<file path="src/rtl/gf2_mul_pkg.sv">
// Shared types and width helpers for the GF(2)[x] split-multiplier datapath.
package gf2_mul_pkg;

  typedef enum logic [1:0] {
    IDLE  = 2'd0,
    ACCUM = 2'd1,
    DONE  = 2'd2
  } state_t;

  function automatic int calc_pw(input int cw);
    return 2 * cw - 1;
  endfunction

  function automatic int calc_rw(input int cw, input int nch);
    return 2 * cw * nch - 1;
  endfunction

  // Keeps the shift port at least one bit wide for the degenerate NCH=1 case.
  function automatic int calc_sw(input int nch);
    return (nch <= 1) ? 1 : $clog2(2 * nch - 1);
  endfunction

  function automatic int max_shift(input int nch);
    return 2 * nch - 2;
  endfunction

endpackage

</file>
<file path="src/rtl/gf2_shift_place.sv">
// Places a PW-bit chunk product at bit offset shift*CW inside an RW-bit word.
module gf2_shift_place
  import gf2_mul_pkg::*;
#(
  parameter int CW  = 3,
  parameter int NCH = 3,
  localparam int PW = calc_pw(CW),
  localparam int RW = calc_rw(CW, NCH),
  localparam int SW = calc_sw(NCH)
) (
  input  logic [PW-1:0] term,
  input  logic [SW-1:0] shift,
  output logic [RW-1:0] placed,
  output logic          legal
);

  localparam logic [SW-1:0] MAX_S = SW'(max_shift(NCH));

  int amt;

  assign legal = (shift <= MAX_S);

  // Illegal offsets contribute nothing, so the accumulator XOR is a no-op for them.
  always_comb begin
    amt    = CW * int'(shift);
    placed = '0;
    if (legal) begin
      placed = RW'(term) << amt;
    end
  end

endmodule

</file>
<file path="src/rtl/gf2_overlap_accum.sv">
// Overlap-add accumulator: XORs shifted chunk products into one unreduced
// carry-less product and hands it downstream over a valid/ready port.
module gf2_overlap_accum
  import gf2_mul_pkg::*;
#(
  parameter int CW   = 3,
  parameter int NCH  = 3,
  parameter int CNTW = 8,
  localparam int PW  = calc_pw(CW),
  localparam int RW  = calc_rw(CW, NCH),
  localparam int SW  = calc_sw(NCH)
) (
  input  logic            clk,
  input  logic            rst_n,
  input  logic            pp_valid,
  output logic            pp_ready,
  input  logic [PW-1:0]   pp_data,
  input  logic [SW-1:0]   pp_shift,
  input  logic            pp_last,
  output logic            res_valid,
  input  logic            res_ready,
  output logic [RW-1:0]   res_data,
  output logic            res_err,
  output logic [CNTW-1:0] res_nterms
);

  // Handshakes: a transfer happens on a rising edge where valid and ready are
  // both high; a source holds its payload stable until that edge, and ready
  // never depends combinationally on the opposite side's valid or ready.

  state_t          state;
  logic [RW-1:0]   acc;
  logic [CNTW-1:0] cnt;
  logic            err;

  logic [RW-1:0]   placed;
  logic            legal;
  logic            accept;
  logic [RW-1:0]   acc_next;
  logic [CNTW-1:0] cnt_next;
  logic            err_next;

  gf2_shift_place #(
    .CW  (CW),
    .NCH (NCH)
  ) u_place (
    .term   (pp_data),
    .shift  (pp_shift),
    .placed (placed),
    .legal  (legal)
  );

  assign accept = pp_valid & pp_ready;

  always_comb begin
    acc_next = acc ^ placed;
    err_next = err | ~legal;
    cnt_next = (cnt == {CNTW{1'b1}}) ? cnt : cnt + 1'b1;
  end

  always_ff @(posedge clk or negedge rst_n) begin
    if (!rst_n) begin
      state      <= IDLE;
      acc        <= '0;
      cnt        <= '0;
      err        <= 1'b0;
      pp_ready   <= 1'b1;
      res_valid  <= 1'b0;
      res_data   <= '0;
      res_err    <= 1'b0;
      res_nterms <= '0;
    end else begin
      case (state)
        IDLE, ACCUM: begin
          if (accept) begin
            acc <= acc_next;
            cnt <= cnt_next;
            err <= err_next;
            if (pp_last) begin
              // Result registers load the post-update values so the output
              // appears one edge after the last term.
              state      <= DONE;
              pp_ready   <= 1'b0;
              res_valid  <= 1'b1;
              res_data   <= acc_next;
              res_err    <= err_next;
              res_nterms <= cnt_next;
            end else begin
              state <= ACCUM;
            end
          end
        end
        DONE: begin
          if (res_ready) begin
            state      <= IDLE;
            acc        <= '0;
            cnt        <= '0;
            err        <= 1'b0;
            pp_ready   <= 1'b1;
            res_valid  <= 1'b0;
            res_data   <= '0;
            res_err    <= 1'b0;
            res_nterms <= '0;
          end
        end
        default: begin
          state    <= IDLE;
          pp_ready <= 1'b1;
        end
      endcase
    end
  end

endmodule

</file>
<file path="config.mk">
export PLATFORM = sky130hd
export DESIGN_NAME = gf2_overlap_accum
export DESIGN_NICKNAME = d
export VERILOG_FILES = /design/src/rtl/gf2_mul_pkg.sv /design/src/rtl/gf2_shift_place.sv /design/src/rtl/gf2_overlap_accum.sv
export SDC_FILE = /design/constraint.sdc
export NUM_CORES = 1
export LEC_CHECK = 0
export CAP_MARGIN = 10
export CORE_MARGIN = 4
export CORE_UTILIZATION = 30
export DETAILED_ROUTE_END_ITERATION = 10
export SLEW_MARGIN = 20
export SYNTH_ARGS = -nofsm -noshare
export SYNTH_HDL_FRONTEND = slang
export SYNTH_HIERARCHICAL = 1
export SYNTH_SLANG_ARGS = --single-unit
</file>
<file path="constraint.sdc">
create_clock -name clk -period 1.7 [get_ports clk]
set_input_delay 0.51 -clock clk [delete_from_list [all_inputs] [get_ports clk]]
set_output_delay 0.51 -clock clk [all_outputs]
set_load 0.01 [all_outputs]
</file>
==> flow_summary_export.csv, run 1 <==
group,metric,value,unit
critical_path,start_kind,"primary input",
power,pwr_density_cell,848,mW/mm2
synth,ys_async_sr_fraction,1.00,
final_layout,nets,462,
critical_path,critical_path.max_stage_delay,0.41,ns
final_layout,num-fill-cells,974,
critical_path,r2r_end,"cnt[6]",
timing,max_freq,463,MHz
synth,synth_top_family_by_area,"compound AO/OA/AOI/OAI gates",
die,num_rows,37,
timing,period_needed,2.16,ns
synth,synth_area,0.00318,mm2
cts,cts_inserted_buffers,5,
die,start_util,0.308,
critical_path,cp_max_fo,5,
synth,synthMuxAreaShare,0.0476,
timing,fin_crit_sh,1.27,
run_status,status,"finished with violations",
timing,worst_slack,-0.462,ns
die,ios,41,
global_routing,grt_util_met1,0.194,
placed_design,finalWeightedCongestion,0.816,
timing,slew_headroom,0.703,
timing,setup_violations,34,
timing,worstMarginPinSlew,0.445,ns
critical_path,r2r_slack,0.13,ns
global_routing,grt_pass1_wl,14800,um
drt,dr.pass1.iters,4,
synth,synth_fp_nets,363,
timing,skew,0.00337,ns
timing,slew_violations,0,
synth,synth_seq_cells,56,
global_routing,antenna_found_initial,0,
cts,clock_path_buffers,2,
critical_path,r2r_start,"cnt[0]",
timing,finalSetupTns,-12.93,ns
synth,post_synth.cell_area_avg,9.21,um2
global_routing,use_met3,0.0218,
global_routing,grt_max_degree,35,
timing,timing.hold.ws,0.127,ns
flow_run,cap_violations,0,
final_layout,area_growth,49.2,%
critical_path,cp_data_arrival_time,2.38,ns
global_routing,grt_use_met2,0.242,
placed_design,dp_hpwl,6230,um
critical_path,cp.required,1.92,ns
die,die_h,111,um
drt,ant_nets,0,
die,die_w,111,um
final_layout,design_area,0.00474,mm2
critical_path,cpMaxStageDelayCell,"or3_4",
global_routing,overflow,0,
die,coreArea,0.0103,mm2
synth,synthFlopType,"dfrtp_1",
critical_path,crit_family,"simple AND/OR/NAND/NOR gates",
synth,synth-simple-area-share,0.183,
cts,cts_tree,"built",
drt,vias_per_cell,4.98,
global_routing,grt.busiest_layer,"met2",
global_routing,grt_util_all_layers,0.144,
final_layout,drive_above_1_share,0.321,
run_status,violations,"setup timing",
synth,synth_fa_ha_area_frac,0.0220,
synth,synth-compound-area-share,0.196,
drt,drt_iter0_drc,132,
synth,syn_inst,345,
cts,clock-sinks,56,
drt,drc,0,
drt,vias,2893,
cts,root_buffer,"clkbuf_8",
placed_design,placed_area,0.00432,mm2
die,design.die.area,0.0123,mm2
cts,clk_pin_slew_worst_paths,0.10,ns
synth,synth.distinct_cells,54,
cts,clock_latency,0.31,ns
global_routing,grt_pass1_vias,2969,
hold_path,hold_path.class,"in2async",
critical_path,crit_type,"in2reg",
critical_path,crit_chain,"buf_8, ha_4, inv_2, fa_2, xnor2_4, buf_4, or3_4, nor3_4, xnor2_1, o31ai_1",
critical_path,end_kind,"flip-flop",
critical_path,worst-path-buf-inv,3,
power,leakagePower,0.00205,uW
final_layout,num_antenna_cells,0,
timing,rsz0062_at_grt,"yes",
synth,synth-xor-area-share,0.0606,
timing,final_hold_viol_count,0,
power,vdd_ir_drop_max,338,uV
placed_design,io_buffers,40,
synth,yosysSeqAreaShare,0.441,
critical_path,crit_cells,10,
synth,synth_edf_count,0,
cts,h-tree-depth,2,
critical_path,r2r_cells,6,
synth,ys_warn_count,6,
drt,wl_per_cell,15.1,um
drt,wirelength,8770,um
[worst max-delay path by stage]
stage	slack, ns	endpoint	from
after floorplan	-0.66	res_data[6]	pp_shift[0]
after global placement	-1.29	acc[0]	pp_shift[1]
after detailed placement	-1.39	acc[10]	pp_shift[1]
after CTS	-0.52	res_data[9]	pp_shift[1]
after global routing	-0.53	res_data[13]	pp_shift[1]
final	-0.46	res_data[5]	pp_shift[1]
[metal layers]
| layer | up-vias | wire length (um) |
|---|---|---|
| met5 | - | 0 |
| met3 | 9 | 235 |
| met2 | 44 | 4360 |
| met4 | 0 | 111 |
| met1 | 1416 | 4060 |
| li1 | 1424 | - |
[per-stage QoR]
step / cells / total power (uW) / utilization / worst slack, ns
6_report: 581 / 4020 / 0.459 / -0.462
5_1_grt: 581 / 4250 / 0.459 / -0.535
4_1_cts: 575 / 3980 / 0.449 / -0.522
3_5_place_dp: 558 / 2970 / 0.418 / -1.39
3_3_place_gp: 558 / 2940 / 0.418 / -1.29
2_1_floorplan: 345 / 2380 / - / -0.660
[placed cells by master, fill, tap and decap left out, drive strengths merged, types with 2 or more instances in the layout]
cell,instances
clkbuf,8
a311oi,2
a21oi,11
clkdlybuf4s50,8
nand3,9
and3b,3
ha,4
dlygate4sd2,28
and3,2
o21ai,47
nor2b,4
dfrtp,55
mux2,5
inv,7
xnor2,20
xor2,2
nand2,51
nand2b,2
o21a,2
a31oi,4
nand3b,2
a22oi,2
nor2,30
o31ai,19
buf,74
nand4,3
mux4,2
o32ai,4
or3,2
or2,2
mux2i,5
nor3,10
[flip-flops by register name, indices dropped and copies added (netlist names)]
| signal | cells |
|---|---|
| res_data | 17 |
| acc | 17 |
| err | 1 |
| pp_ready | 1 |
| res_nterms | 8 |
| cnt | 8 |
| res_valid | 1 |
| res_err | 1 |
| state | 2 |
[layout make-up]
| type | instances | area, um2 | area share |
|---|---|---|---|
| tap | 136 | 170 | 0.0359 |
| timing repair buffer | 111 | 1010 | 0.213 |
| inverter | 8 | 38.8 | 0.00818 |
| multi-input combinational | 262 | 1990 | 0.421 |
| clock inverter | 1 | 30.0 | 0.00633 |
| clock buffer | 7 | 96.3 | 0.0203 |
| sequential | 56 | 1400 | 0.296 |
[what timing repair did]
| item | CTS | global route |
|---|---|---|
| buffers inserted | 9 | 7 |
| resized for setup | 94 | 23 |
| hold buffers | 0 | 0 |
| pin swaps | 30 | 26 |
| setup endpoints to repair | 64 | 37 |
| gates cloned | 1 | 0 |
[cell usage after synthesis, types with 5 or more instances]
cell      n  area (um2)
dfrtp_1  55        1380
nand2_1  51         191
o21ai_0  43         215
nor2_1   29         109
xnor2_1  20         175
o31ai_1  18         135
buf_2    13        65.1
a21oi_1  10        50.1
nor3_1   10        50.1
nand3_1   9        45.0
inv_1     8        30.0
mux2_2    5        56.3
mux2i_1   5        50.1
[logic make-up after synthesis]
family	Yosys count
mux	12
fa+ha+maj	5
buf+inv	28
xor+xnor	22
simple gates	124
compound gates	98
flops	56
[worst register-to-register path, stage by stage (launching register included)]
cell and delay, ns:
dfrtp_1 0.39, ha_1 0.23, buf_4 0.17, and3_1 0.21, nand3_1 0.11, mux2i_1 0.24
o21ai_0 0.11
[where the power goes]
group | internal [uW] | total [uW] | leakage, uW | switching [uW]
combinational | 680 | 1340 | 0.00122 | 661
clock | 521 | 975 | 0.0000645 | 454
sequential | 1550 | 1700 | 0.000763 | 152
Power figures use the tool's default switching activity.
==> run 2, diff against run 1 <==
--- a/config.mk
+++ b/config.mk
@@ -9,6 +9,7 @@
 export CORE_MARGIN = 4
 export CORE_UTILIZATION = 30
 export DETAILED_ROUTE_END_ITERATION = 10
+export PLACE_DENSITY = 0.53
 export SLEW_MARGIN = 20
 export SYNTH_ARGS = -nofsm -noshare
 export SYNTH_HDL_FRONTEND = slang
==> run 2 against run 1 <==
  * The run still ends with setup timing left
  * Hold slack got worse by 0.028 ns
  * Flip-flop and latch count unchanged
  * Sequential share of layout area about the same
  * Cell count decreased by 1.0%
  * Combinational power about the same
  * Die area unchanged
  * Clock skew increased by 0.0017 ns
  * Critical endpoint is now acc[9]
==> flow_summary_export.csv, run 2 (synthesized netlist as in run 1, its figures left out) <==
group,metric,value,unit
drt,drt_iter0_drc,152,
final_layout,multiInputGateArea,0.00204,mm2
final_layout,design_area,0.00474,mm2
critical_path,start_kind,"primary input",
critical_path,crit_end,"acc[9]",
cts,cts_tree,"built",
power,leakagePower,0.00204,uW
drt,drc,0,
final_layout,final_common_cell,"dfrtp_1",
die,ios,41,
timing,setup_violations,34,
global_routing,grt_util_all_layers,0.142,
cts,clk_pin_slew_worst_paths,0.10,ns
critical_path,r2r_end,"cnt[6]",
die,die_w,111,um
die,die_h,111,um
run_status,violations,"setup timing",
drt,dr.pass1.iters,4,
final_layout,num-fill-cells,972,
final_layout,nets,457,
power,pwr_density_cell,803,mW/mm2
critical_path,r2r_start,"cnt[0]",
die,start_util,0.308,
cts,clock-sinks,56,
final_layout,seq_area,0.00140,mm2
run_status,status,"finished with violations",
cts,clock_path_buffers,2,
global_routing,overflow,0,
power,vdd_ir_drop_max,368,uV
final_layout,top_regs,"acc (17), res_data (17)",
cts,root_buffer,"clkbuf_8",
placed_design,dp_hpwl,5870,um
drt,ant_nets,0,
timing,rsz0062_at_grt,"yes",
cts,clock_latency,0.31,ns
timing,final_hold_viol_count,0,
global_routing,grt_pass1_vias,2838,
hold_path,hold_path.class,"in2async",
flow_run,cap_violations,0,
cts,hold_buffers,0,
placed_design,finalWeightedCongestion,0.853,
timing,skew,0.00509,ns
timing,slew_headroom,0.751,
critical_path,end_kind,"flip-flop",
die,coreArea,0.0103,mm2
power,power,3800,uW
global_routing,grt_max_degree,43,
placed_design,placed_area,0.00427,mm2
timing,timing.hold.ws,0.0989,ns
die,design.die.area,0.0123,mm2
global_routing,antenna_found_initial,0,
critical_path,r2r_cells,6,
placed_design,io_buffers,40,
timing,max_freq,458,MHz
final_layout,num_antenna_cells,0,
timing,period_needed,2.18,ns
critical_path,cp_max_fo,6,
final_layout,drive_above_1_share,0.321,
final_layout,final_cell_mix,"dfrtp_1 (55), buf_4 (54), nand2_1 (51), o21ai_1 (35), dlygate4sd2_1 (28)",
global_routing,grt_pass1_wl,14600,um
timing,worstMarginPinSlew,0.374,ns
timing,fin_crit_sh,1.28,
drt,vias,2877,
timing,slew_violations,0,
timing,worst_slack,-0.484,ns
final_layout,area_growth,49.1,%
die,num_rows,37,
critical_path,cp_data_arrival_time,2.39,ns
cts,cts_inserted_buffers,5,
timing,finalSetupTns,-13.25,ns
critical_path,cp.required,1.90,ns
critical_path,r2r_slack,0.17,ns
critical_path,crit_type,"in2reg",
critical_path,cp-startpoint,"pp_shift[1]",
drt,vias_per_cell,5.00,
drt,wirelength,8730,um
drt,wl_per_cell,15.2,um
cts,h-tree-depth,2,
[run 2: per-stage QoR]
stage,worst slack (ns),std cells,util
after floorplan,-0.660,345,-
after global placement,-1.28,549,0.413
after CTS,-0.496,572,0.453
after detailed placement,-1.33,549,0.413
after global routing,-0.584,575,0.459
final,-0.484,575,0.459
[run 2: report_power, final]
| part | leakage, uW | switching [uW] | internal (uW) |
|---|---|---|---|
| logic | 0.00123 | 672 | 701 |
| clock network | 0.0000400 | 435 | 281 |
| registers | 0.000763 | 159 | 1550 |
[run 2: layer usage]
metal / wire (um) / vias up / track usage
met3: 268 / 9 / 0.0240
met4: 115 / 0 / 0.0345
met2: 4140 / 54 / 0.234
met1: 4200 / 1403 / 0.196
li1: - / 1411 / -
met5: 0 / - / 0
[run 2: critical path, stage by stage]
cell	delay, ns
buf_8	0.10
ha_4	0.14
inv_2	0.05
fa_2	0.51
or4_4	0.58
o32ai_4	0.16
nor2_1	0.09
o21ai_1	0.17
o21ai_2	0.07
[run 2: area by class of cell]
cell class,count,share of cell area
clock buffer,5,0.0145
tap,136,0.0359
clock inverter,2,0.00264
inverter,8,0.00872
multi-input combinational,262,0.431
sequential,56,0.296
timing repair buffer,106,0.211
[run 2: worst min-delay path by stage]
stage,start,end,depth (start not counted)
floorplan,rst_n,acc[0],0
global placement,rst_n,res_nterms[0],1
detailed placement,rst_n,res_nterms[1],1
CTS,rst_n,res_nterms[1],1
global route,rst_n,res_nterms[1],1
finish,rst_n,res_nterms[0],1
[run 2: timing repair]
item / in CTS / in global routing
pin swaps: 31 / 13
gates cloned: 1 / 0
gates resized for setup: 105 / 9
buffers inserted: 16 / 3
endpoints found under the setup margin: 64 / 36
